File: src/rtl/d_reg_pipe.sv
// Elastic DEPTH-stage register pipeline with valid/ready handshake, bubble collapsing and synchronous flush; DEPTH cycles of latency at full throughput.
// in_ready is combinational from out_ready through the stage-acceptance chain. Define D_REG_PIPE_CNT_EN to add the registered occupancy port cnt.
module d_reg_pipe #(
    parameter int WIDTH = 32,
    parameter int DEPTH = 2
) (
    input  logic                       clk,
    input  logic                       rst,
    input  logic                       flush,
    input  logic                       in_valid,
    output logic                       in_ready,
    input  logic [WIDTH-1:0]           in_data,
    output logic                       out_valid,
    input  logic                       out_ready,
    output logic [WIDTH-1:0]           out_data
`ifdef D_REG_PIPE_CNT_EN
    ,
    output logic [$clog2(DEPTH+1)-1:0] cnt
`endif
);

    logic [DEPTH-1:0] v_q;
    logic [DEPTH-1:0] v_d;
    logic [DEPTH-1:0] acc;
    logic [DEPTH-1:0] ld;
    logic [WIDTH-1:0] d_q [DEPTH];

    // Acceptance ripples from the output end; a running carry keeps the chain acyclic.
    always_comb begin
        logic carry;
        carry          = !v_q[DEPTH-1] | out_ready;
        acc            = '0;
        acc[DEPTH-1]   = carry;
        for (int i = DEPTH - 2; i >= 0; i--) begin
            carry  = !v_q[i] | carry;
            acc[i] = carry;
        end
    end

    assign in_ready = acc[0] & !flush;

    always_comb begin
        v_d   = v_q;
        ld    = '0;
        ld[0] = acc[0] & in_valid & !flush;
        if (acc[0]) begin
            v_d[0] = in_valid;
        end
        for (int i = 1; i < DEPTH; i++) begin
            ld[i] = acc[i] & v_q[i-1] & !flush;
            if (acc[i]) begin
                v_d[i] = v_q[i-1];
            end
        end
        if (flush) begin
            v_d = '0;
        end
    end

    always_ff @(posedge clk or negedge rst) begin
        if (!rst) begin
            v_q <= '0;
        end else begin
            v_q <= v_d;
        end
    end

    // Data moves only alongside a valid bit, so bubbles never overwrite a held word.
    always_ff @(posedge clk or negedge rst) begin
        if (!rst) begin
            for (int i = 0; i < DEPTH; i++) begin
                d_q[i] <= '0;
            end
        end else begin
            if (ld[0]) begin
                d_q[0] <= in_data;
            end
            for (int i = 1; i < DEPTH; i++) begin
                if (ld[i]) begin
                    d_q[i] <= d_q[i-1];
                end
            end
        end
    end

    assign out_valid = v_q[DEPTH-1];
    assign out_data  = d_q[DEPTH-1];

`ifdef D_REG_PIPE_CNT_EN
    localparam int CW = $clog2(DEPTH + 1);

    logic          push;
    logic          pop;
    logic [CW-1:0] cnt_q;
    logic [CW-1:0] cnt_d;

    assign push = in_valid & in_ready;
    assign pop  = v_q[DEPTH-1] & out_ready & !flush;

    always_comb begin
        cnt_d = cnt_q;
        if (flush) begin
            cnt_d = '0;
        end else if (push && !pop) begin
            cnt_d = cnt_q + CW'(1);
        end else if (pop && !push) begin
            cnt_d = cnt_q - CW'(1);
        end
    end

    always_ff @(posedge clk or negedge rst) begin
        if (!rst) begin
            cnt_q <= '0;
        end else begin
            cnt_q <= cnt_d;
        end
    end

    assign cnt = cnt_q;
`endif

endmodule

File: config.mk
export PLATFORM = sky130hd
export DESIGN_NAME = d_reg_pipe
export DESIGN_NICKNAME = d
export VERILOG_FILES = /design/src/rtl/d_reg_pipe.sv
export SDC_FILE = /design/constraint.sdc
export NUM_CORES = 1
export LEC_CHECK = 0
export CAP_MARGIN = 20
export CORE_MARGIN = 5
export CORE_UTILIZATION = 48
export CTS_CLUSTER_DIAMETER = 100
export CTS_CLUSTER_SIZE = 40
export DETAILED_ROUTE_END_ITERATION = 7
export PLACE_DENSITY = 0.75
export SYNTH_ARGS = -nofsm -noshare
export SYNTH_HDL_FRONTEND = slang
export SYNTH_SLANG_ARGS = --single-unit
export TNS_END_PERCENT = 1
File: constraint.sdc
create_clock -name clk -period 3.3 [get_ports clk]
set_input_delay 0.495 -clock clk [delete_from_list [all_inputs] [get_ports clk]]
set_output_delay 0.495 -clock clk [all_outputs]
set_load 0.05 [all_outputs]
## Word level (Yosys, flattened, before mapping)

Index checks and enable logic that the tools add are counted.

- Input bits: 37
- Logic and storage cells: 19
- Output and inout port bits: 34
- Bits in registers: 66

- Reductions and logical operators: 5
- Bitwise logic cells: 7
- Mux-type cells: 3

Operators by type and width:

| cell | number |
|---|---|
| $and 1x1->1 | 5 |
| $reduce_bool 2->1 | 2 |
| $logic_not 1->1 | 3 |
| $mux 1 | 2 |
| $mux 2 | 1 |
| $or 1x1->1 | 2 |

## Longest topological paths before layout

Gate-level depths: netlist of run 1.

- Depth after elaboration: 5
- Mapped depth: 5

## Worst setup path before layout of run 1

Ideal clock, no wire load.

- Path type: register -> output
- Start: register v_q[1]
- End: output in_ready
- Setup slack: 1339 ps
- Data arrival time: 1466 ps
- Buffers on the path: 0
- Cell stages (with the launch flop): 3
- Data required time: 2805 ps
- Cells stage by stage: dfrtp_1 -> and3b_1 -> nor2_1

- Word-level cells in the longest chain between the ends: 4

RTL lines:

| what | line | RTL |
|---|---|---|
| start, declared | 22 | `logic [DEPTH-1:0] v_q;` |
| start signal, assigned | 64 | `v_q <= v_d;` |
| $logic_not 1->1 | 31 | `carry = !v_q[DEPTH-1] \| out_ready;` |
| $or 1x1->1 | 31 |  |
| $or 1x1->1 | 35 | `carry = !v_q[i] \| carry;` |
| $and 1x1->1 | 40 | `assign in_ready = acc[0] & !flush;` |
| end, declared | 11 | `output logic in_ready,` |

Every way passes these cells.

## Worst setup path after layout of run 1

- Start: input out_ready
- End: output in_ready

- Word-level cells in the longest chain between the ends: 3

RTL lines:

| what | line | RTL |
|---|---|---|
| start, declared | 14 | `input logic out_ready,` |
| $or 1x1->1 | 31 |  |
| $or 1x1->1 | 35 |  |
| $and 1x1->1 | 40 |  |

Every way passes these cells.

==> qor.yml, run 1 <==
run_status:
  status: "finished, final reports clean"
clocking:
  insertion_delay_ns: 0.32
  cts_tree: "built"
  cts.path.max_buffers: 2
  root_buffer: "clkbuf_8"
  postCtsSetupRepairBufs: 0
  numCtsBuffers: 9
  htreeDepth: 3
  cts.sinks: 66
  cts_hold_buffers: 0
  clkTransAtPathRegs_ns: 0.07
  cts_resized: 0
global_route:
  grt_pass1_vias: 1488
  grt_max_degree: 37
  track_usage: 0.129
  overflow: 0
  grt_first_pass_wirelength_um: 7350
  antenna_found_initial: 0
route:
  routedWlPerCell_um: 15.0
  drt_iter0_drc: 26
  vias: 1428
  drc_errors: 0
  wl_um: 4540
  first_pass_iters: 4
  via_per_inst: 4.71
  antenna_left: 0
timing:
  slew_viol_final: 0
  fmax_mhz: 392
  hold_viol: 0
  final.setup.tns_ns: 0
  fin_crit_ns: 2.55
  finClkSkew_ns: 0.00592
  period_share: 0.773
  slew_headroom: 0.484
  rsz0062_at_grt: "no"
  worst_slack_ns: 0.748
  setup_viol: 0
  tightest_slew_ns: 0.774
finish:
  multi_input_area_um2: 896
  area_delta_synth_final_pct: 22.9
  fin_util: 0.602
  antennaDiodeCount: 0
  nNetsFinal: 260
  fillers: 453
  layout.cells.non_filler: 303
  regArea_um2: 1650
  drive_gt1_frac: 0.364
place:
  portBuffers: 70
  place_inst: 287
  hpwlAfterDp_um: 3140
  place.gp.congestion: 0.693
  dp_slack_ns: 0.745
critical_path:
  crit_family: "buffers and inverters"
  slowest_delay_ns: 0.81
  critPathKind: "in -> out"
  critical-path-slowest-cell: "clkdlybuf4s50_1"
  cp_max_fo: 3
  path_cells: "clkdlybuf4s50_1 -> and3b_1 -> nor2_1 -> clkdlybuf4s50_1"
  cp.required_ns: 2.80
  setup.worst_path.start_class: "input pin"
  path_buf_inv: 2
  cp-end-kind: "primary output"
  crit_arrival_ns: 2.06
  cpMostUsedCell: "clkdlybuf4s50_1"
  crit_cells: 4
  r2r_cells: 4
synth:
  synthFlopType: "dfrtp_1"
  synth-seq-cells: 66
  syn_area_um2: 2870
  syn_nets: 215
  yosysWarnings: 0
  synthTopCellsByCount: "dfrtp_1 (66), mux2_2 (34), buf_4 (32), mux2_4 (30), nor2_1 (5)"
  synth-async-reset-ratio: 1.00
  synth_edf_count: 0
  syn-mean-instance-area_um2: 16.1
  netlist_instances: 178
  yosysTopAreaCell: "dfrtp_1"
  synthTopCellsByArea: "dfrtp_1 (58%), mux2_4 (16%), mux2_2 (13%)"
  yosysSeqAreaShare: 0.576
  yosysTopAreaCellShare: 0.576
  synth.distinct_cells: 12
  synth_most_common_cell: "dfrtp_1"
pwr:
  power_density_nw_per_um2: 743
  p_sw_frac: 0.355
  p_leak_nw: 1.58
  switching_power_w: 0.000928
  ir_drop_mv: 0.337
  p_total_w: 0.00262
  power.share.sequential: 0.413
  internal_power_w: 0.00169
  combPwrFrac: 0.374
  pwr-share-clk: 0.212
die:
  floorplan.initialDensity: 0.490
  die_area_um2: 7620
  io_pins: 71
  die_h_um: 87.3
  row_count: 28
  core_um2: 5850
  die-width_um: 87.3
flow_run:
  cap_violations: 0
worst_hold_path:
  hold_path_class: "in -> async"
==> sequential cells by signal, indices dropped and copies added, names as in the netlist <==
| signal | cells |
|---|---|
| out_data | 32 |
| v_q | 2 |
| d_q | 32 |
==> stage by stage <==
step / area (um2) / hold WS [ns]
after floorplan: 2870 / 0.199
after global placement: 3360 / 0.482
after detailed placement: 3360 / 0.489
after CTS: 3520 / 0.248
after global routing: 3520 / 0.298
final: 3520 / 0.245
==> power groups by stage <==
stage          Combinational [W]  Clock [W]  Sequential [W]
6_report                0.000980   0.000555         0.00108
3_3_place_gp            0.000978          0         0.00109
4_1_cts                 0.000992   0.000576         0.00109
3_5_place_dp            0.000990          0         0.00110
5_1_grt                  0.00102   0.000614         0.00111
2_1_floorplan           0.000847          0         0.00107
==> worst register-to-register path, cell delays in order (launching register included) <==
cell and delay [ns]:
dfrtp_1 0.40, and3b_1 0.21, or3b_2 0.44, buf_4 0.33
mux2_4 0.38
==> cell type report <==
| type | instances | area share |
|---|---|---|
| flip-flops and latches | 66 | 0.469 |
| repair buffers | 73 | 0.204 |
| clock inverters | 3 | 0.00426 |
| well taps | 75 | 0.0266 |
| multi-input cells | 73 | 0.254 |
| clock buffers | 13 | 0.0423 |
==> worst paths after layout <==
kind / startpoint / end / slack (ns)
max: out_ready / in_ready / 0.75
min: rst / d_q[57] / 0.25
max reg2reg: v_q[0] / d_q[42] / 1.43
min reg2reg: d_q[32] / out_data[0] / 0.50
max in group asynchronous: rst / d_q[56] / 2.17
min in group clk: d_q[32] / out_data[0] / 0.50
==> per-layer routing <==
layer	vias up	wire [um]	GRT usage	part of all wire
met1	711	2010	0.168	0.44
li1	666	-	-	-
met3	9	296	0.0360	0.065
met5	-	0	0	0
met2	42	2130	0.186	0.47
met4	0	107	0.0893	0.024
==> cells in the final DEF (no fill, tap or decap), drive strengths merged <==
master         netlist  routed
nor2                 5       5
nor3b                1       1
and2b                1       1
or3b                 1       1
and3b                1       1
clkinv               0       3
clkbuf               0      13
dfrtp               66      66
clkdlybuf4s50        0      69
buf                 39       4
mux2                64      64
==> cells by family after synthesis <==
logic type | count (synthesis) | synth area share
mux | 64 | 0.291
buf+inv | 39 | 0.114
flops | 66 | 0.576
simple gates | 9 | 0.0196
Power figures use the tool's default switching activity.
==> inputs of run 2 (changes only) <==
--- a/config.mk
+++ b/config.mk
@@ -7,11 +7,11 @@
 export LEC_CHECK = 0
 export CAP_MARGIN = 20
 export CORE_MARGIN = 5
-export CORE_UTILIZATION = 48
+export CORE_UTILIZATION = 44
 export CTS_CLUSTER_DIAMETER = 100
 export CTS_CLUSTER_SIZE = 40
 export DETAILED_ROUTE_END_ITERATION = 7
-export PLACE_DENSITY = 0.75
+export PLACE_DENSITY = 0.72
 export SYNTH_ARGS = -nofsm -noshare
 export SYNTH_HDL_FRONTEND = slang
 export SYNTH_SLANG_ARGS = --single-unit
==> constraint.sdc (replaced) <==
create_clock -name clk -period 2.17 [get_ports clk]
set_input_delay 0.3255 -clock clk [delete_from_list [all_inputs] [get_ports clk]]
set_output_delay 0.3255 -clock clk [all_outputs]
set_load 0.05 [all_outputs]
==> qor.yml, run 2 (synthesis results as in run 1) <==
route:
  vias: 1472  # +3.1%
  antenna_left: 0  # unchanged
  via_per_inst: 4.72  # +0.11%
  drc_errors: 0  # unchanged
  first_pass_iters: 4  # unchanged
  wl_um: 4920  # +8.5%
  routedWlPerCell_um: 15.8  # +5.4%
  drt_iter0_drc: 28  # +7.7%
clocking:
  cts.path.max_buffers: 2  # unchanged
  root_buffer: "clkbuf_8"
  cts_tree: "built"
  cts.sinks: 66  # unchanged
  numCtsBuffers: 9  # unchanged
  clkTransAtPathRegs_ns: 0.06  # about the same
  htreeDepth: 3  # unchanged
  cts_resized: 0  # unchanged
  insertion_delay_ns: 0.32  # about the same
timing:
  fmax_mhz: 548
  finClkSkew_ns: 0.00596  # +0.0000409 ns
  hold_viol: 0  # unchanged
  slew_viol_final: 0  # unchanged
  slew_headroom: 0.648  # +0.164
  setup_viol: 0  # unchanged
  final.setup.tns_ns: 0  # unchanged
  period_share: 0.840
  worst_slack_ns: 0.346  # -0.402 ns
  fin_crit_ns: 1.82
  rsz0062_at_grt: "no"
  tightest_slew_ns: 0.527  # -0.247 ns
pwr:
  combPwrFrac: 0.371  # -0.003
  pwr-share-clk: 0.225  # +0.013
  ir_drop_mv: 0.562  # +67%
  p_sw_frac: 0.351  # -0.00380
  p_total_w: 0.00407  # +56%
  switching_power_w: 0.00143  # +54%
  power_density_nw_per_um2: 1120  # +51%
  power.share.sequential: 0.404  # -0.009
  p_leak_nw: 1.64  # +3.2%
  internal_power_w: 0.00264  # +57%
place:
  hpwlAfterDp_um: 3580  # +14%
  dp_slack_ns: 0.0252  # -0.720 ns
  place_inst: 295  # +2.8%
  place.gp.congestion: 0.729  # +5.1%
  portBuffers: 70  # unchanged
finish:
  regArea_um2: 1650  # unchanged
  final_common_cell: "clkdlybuf4s50_1"
  fin_util: 0.570  # -0.0318
  nNetsFinal: 267  # +2.7%
  mostFrequentLayoutCells: "clkdlybuf4s50_1 (68), dfrtp_1 (66), mux2_2 (34)"
  drive_gt1_frac: 0.387  # +0.0232
  fillers: 519  # +15%
  antennaDiodeCount: 0  # unchanged
  area_delta_synth_final_pct: 26.3
  layout.cells.non_filler: 312  # +3.0%
  multi_input_area_um2: 896  # unchanged
worst_hold_path:
  min_path_cells: 1
  hold_path_class: "reg -> reg"
critical_path:
  cp-end-kind: "primary output"
  critPathKind: "reg -> out"
  crit_family: "buffers and inverters"
  setup.worst_path.start_class: "register"
  path_buf_inv: 1  # -1
  crit_arrival_ns: 1.50  # -0.56 ns
  cp.required_ns: 1.84  # -0.96 ns
  critical-path-slowest-cell: "clkdlybuf4s50_1"
  crit_cells: 1  # -3
  r2r_cells: 4  # unchanged
  cp_max_fo: 3  # unchanged
  slowest_delay_ns: 0.81  # about the same
  path_cells: "clkdlybuf4s50_1"
die:
  floorplan.initialDensity: 0.452  # -0.0385
  die_h_um: 90.7  # +3.9%
  die-width_um: 90.7  # +3.9%
  row_count: 29  # +3.6%
  die_area_um2: 8230  # +8.0%
  io_pins: 71  # unchanged
  core_um2: 6350  # +8.5%
global_route:
  grt_first_pass_wirelength_um: 8220  # +12%
  grt_pass1_vias: 1672  # +12%
  antenna_found_initial: 0  # unchanged
  track_usage: 0.126  # -0.00294
  overflow: 0  # unchanged
  grt_max_degree: 26  # -30%
run_status:
  status: "finished, final reports clean"
flow_run:
  cap_violations: 0  # unchanged
==> run 2: routing by layer <==
| layer | global-route usage | share of wire | up-vias |
|---|---|---|---|
| met2 | 0.209 | 0.51 | 40 |
| met5 | 0 | 0 | - |
| li1 | - | - | 678 |
| met3 | 0.0308 | 0.041 | 10 |
| met1 | 0.150 | 0.43 | 744 |
| met4 | 0.0670 | 0.015 | 0 |
==> run 2: worst paths after layout <==
path | slack, ns | start | end
max | 0.35 | v_q[1] | out_valid
min in group asynchronous | 0.51 | rst | out_data[16]
min reg2reg | 0.50 | out_data[1] | out_data[1]
min | 0.50 | out_data[1] | out_data[1]
max in group asynchronous | 0.95 | rst | out_data[2]
max reg2reg | 0.43 | v_q[0] | d_q[54]
==> run 2: per-stage QoR <==
step	hold slack, ns	cell area, um2
global route	0.521	3620
floorplan	0.0299	2870
CTS	0.509	3620
finish	0.504	3620
global placement	0.330	3430
detailed placement	0.329	3430
==> run 2: area by class of cell <==
class / count / share of cell area
Sequential cell: 66 / 0.456
Multi-Input combinational cell: 73 / 0.247
Timing Repair Buffer: 80 / 0.220
Clock buffer: 14 / 0.0477
Tap cell: 77 / 0.0266
Clock inverter: 2 / 0.00276
==> run 2: power groups by stage <==
stage | registers, W | logic [W] | clock network [W]
after detailed placement | 0.00167 | 0.00152 | 0
after global routing | 0.00168 | 0.00157 | 0.00101
final | 0.00165 | 0.00151 | 0.000918
after global placement | 0.00166 | 0.00150 | 0
after CTS | 0.00165 | 0.00153 | 0.000954
after floorplan | 0.00162 | 0.00129 | 0
==> run 2: repair_timing <==
| action | in CTS | in global routing |
|---|---|---|
| hold endpoints to repair | 21 | 0 |
| buffers inserted | 0 | 0 |
| hold buffers | 1 | 0 |
==> inputs of run 3 (changes only) <==
==> constraint.sdc (replaced) <==
create_clock -name clk -period 1.5 [get_ports clk]
set_input_delay 0.225 -clock clk [delete_from_list [all_inputs] [get_ports clk]]
set_output_delay 0.225 -clock clk [all_outputs]
set_load 0.05 [all_outputs]
==> qor.yml, run 3 (synthesis results as in run 1) <==
place:
  hpwlAfterDp_um: 3300  # -8.0%
  place.gp.congestion: 0.694  # -4.7%
  portBuffers: 70  # unchanged
  dp_slack_ns: -0.520  # -0.545 ns
  place_inst: 294  # -0.34%
run_status:
  violations: "setup timing"
  status: "finished, violations left"
timing:
  fin_crit_ns: 1.67
  setup_viol: 65  # +65
  hold_viol: 0  # unchanged
  slew_viol_final: 0  # unchanged
  tightest_slew_ns: 0.352  # -0.175 ns
  fmax_mhz: 597
  period_share: 1.12
  finClkSkew_ns: 0.00887  # +0.00291 ns
  slew_headroom: 0.766  # +0.118
  rsz0062_at_grt: "yes"
  worst_slack_ns: -0.174  # -0.520 ns
die:
  io_pins: 71  # unchanged
  die_area_um2: 8230  # unchanged
  die_h_um: 90.7  # unchanged
  die-width_um: 90.7  # unchanged
  floorplan.initialDensity: 0.452  # unchanged
  core_um2: 6350  # unchanged
  row_count: 29  # unchanged
global_route:
  grtUsageMet2: 0.197  # -0.0121
  grt_max_degree: 67  # +160%
  grtUsageMet1: 0.164  # +0.0137
  top_usage_layer: "met2"
  overflow: 0  # unchanged
  met3_usage: 0.0383  # +0.00750
  grt_pass1_vias: 1680  # +0.48%
  grt_first_pass_wirelength_um: 8450  # +2.7%
  antenna_found_initial: 0  # unchanged
  track_usage: 0.131  # +0.00448
finish:
  final_common_cell: "dfrtp_1"
  layout.cells.non_filler: 314  # +0.64%
  multi_input_area_um2: 906  # +1.1%
  nNetsFinal: 269  # +0.75%
  fillers: 525  # +1.2%
  area_delta_synth_final_pct: 27.0
  regArea_um2: 1650  # about the same
  mostFrequentLayoutCells: "dfrtp_1 (65), buf_4 (36), clkdlybuf4s50_1 (35)"
  antennaDiodeCount: 0  # unchanged
  drive_gt1_frac: 0.544  # +0.157
clocking:
  cts.sinks: 66  # unchanged
  htreeDepth: 3  # unchanged
  cts.path.max_buffers: 2  # unchanged
  root_buffer: "clkbuf_8"
  numCtsBuffers: 9  # unchanged
  insertion_delay_ns: 0.33  # about the same
  cts_tree: "built"
  clkTransAtPathRegs_ns: 0.07  # about the same
route:
  wl_um: 4900  # -0.39%
  via_per_inst: 4.67  # -1.0%
  routedWlPerCell_um: 15.6  # -1.0%
  drt_iter0_drc: 28  # unchanged
  vias: 1466  # -0.41%
  drc_errors: 0  # unchanged
  antenna_left: 0  # unchanged
  first_pass_iters: 3  # -1
critical_path:
  cp_max_fo: 14  # +11
  path_buf_inv: 3  # +2
  slowest_delay_ns: 0.40  # -0.41 ns
  path_cells: "buf_4 -> and2b_1 -> nor3b_4 -> buf_6 -> buf_12 -> mux2_2"
  cp-end-kind: "register"
  crit_cells: 6  # +5
  setup.worst_path.start: "v_q[1]"
  worstReg2RegStart: "v_q[1]"
  critical-path-slowest-cell: "dfrtp_2"
  cp.required_ns: 1.71  # -0.13 ns
  crit_family: "buffers and inverters"
  r2r_cells: 6  # +2
  crit_arrival_ns: 1.88  # +0.38 ns
  setup.worst_path.start_class: "register"
  critPathKind: "reg -> reg"
pwr:
  p_leak_nw: 1.70  # +4.1%
  ir_drop_mv: 0.930  # +66%
  power_density_nw_per_um2: 1590  # +42%
worst_hold_path:
  hold_path_class: "in -> async"
flow_run:
  cap_violations: 0  # unchanged
-- run 3: cell count changes in the layout (fill, tap and decap cells not counted), sizes merged --
cell / delta
clkdlybuf4s50: -33
buf: +35
clkinvlp: +2
clkbuf: -3
clkinv: +1
-- run 3: area by class of cell --
cell class / count / share of cell area
sequential: 66 / 0.454
timing repair buffer: 82 / 0.224
clock buffer: 11 / 0.0388
multi-input combinational: 73 / 0.249
tap: 77 / 0.0265
clock inverter: 5 / 0.00825
-- run 3: repair_timing --
item,CTS,global route
setup buffers,2,0
setup endpoints to repair,65,65
cloned,1,0
resized for setup,5,0
endpoints found under the hold margin,66,0
pin swaps,2,1
hold buffers,1,0
-- run 3: worst register-to-register path: stages, from the launching register on --
cell and delay, ns:
dfrtp_2 0.40, buf_4 0.13, and2b_1 0.18, nor3b_4 0.22
buf_6 0.15, buf_12 0.14, mux2_2 0.34
-- run 3: worst paths after layout --
| kind | endpoint | slack (ns) |
|---|---|---|
| max in group asynchronous | v_q[1] | 0.75 |
| worst max register to register | out_data[22] | -0.17 |
| worst max-delay path | out_data[22] | -0.17 |
| worst min register to register | d_q[63] | 0.51 |
| worst min-delay path | d_q[54] | 0.44 |
| min in group clk | v_q[0] | 0.49 |
-- run 3: where the power goes --
group | total, W | internal (W) | switching (W)
sequential | 0.00239 | 0.00218 | 0.000214
clock | 0.00129 | 0.000636 | 0.000651
combinational | 0.00213 | 0.000865 | 0.00126
-- run 3: metal layers --
metal / part of all wire / wire [um]
met4: 0.0061 / 30
met2: 0.51 / 2510
met1: 0.44 / 2150
met3: 0.043 / 211
met5: 0 / 0
-- run 3: through the flow --
stage / power (W) / cell area [um2] / util / TNS, ns / hold WS, ns
floorplan: 0.00421 / 2870 / - / -13.97 / -0.0706
global route: 0.00610 / 3640 / 0.573 / -11.60 / 0.464
detailed placement: 0.00456 / 3400 / 0.536 / -28.02 / 0.272
finish: 0.00580 / 3640 / 0.573 / -8.21 / 0.439
CTS: 0.00589 / 3640 / 0.573 / -8.51 / 0.438
global placement: 0.00452 / 3400 / 0.536 / -27.15 / 0.265
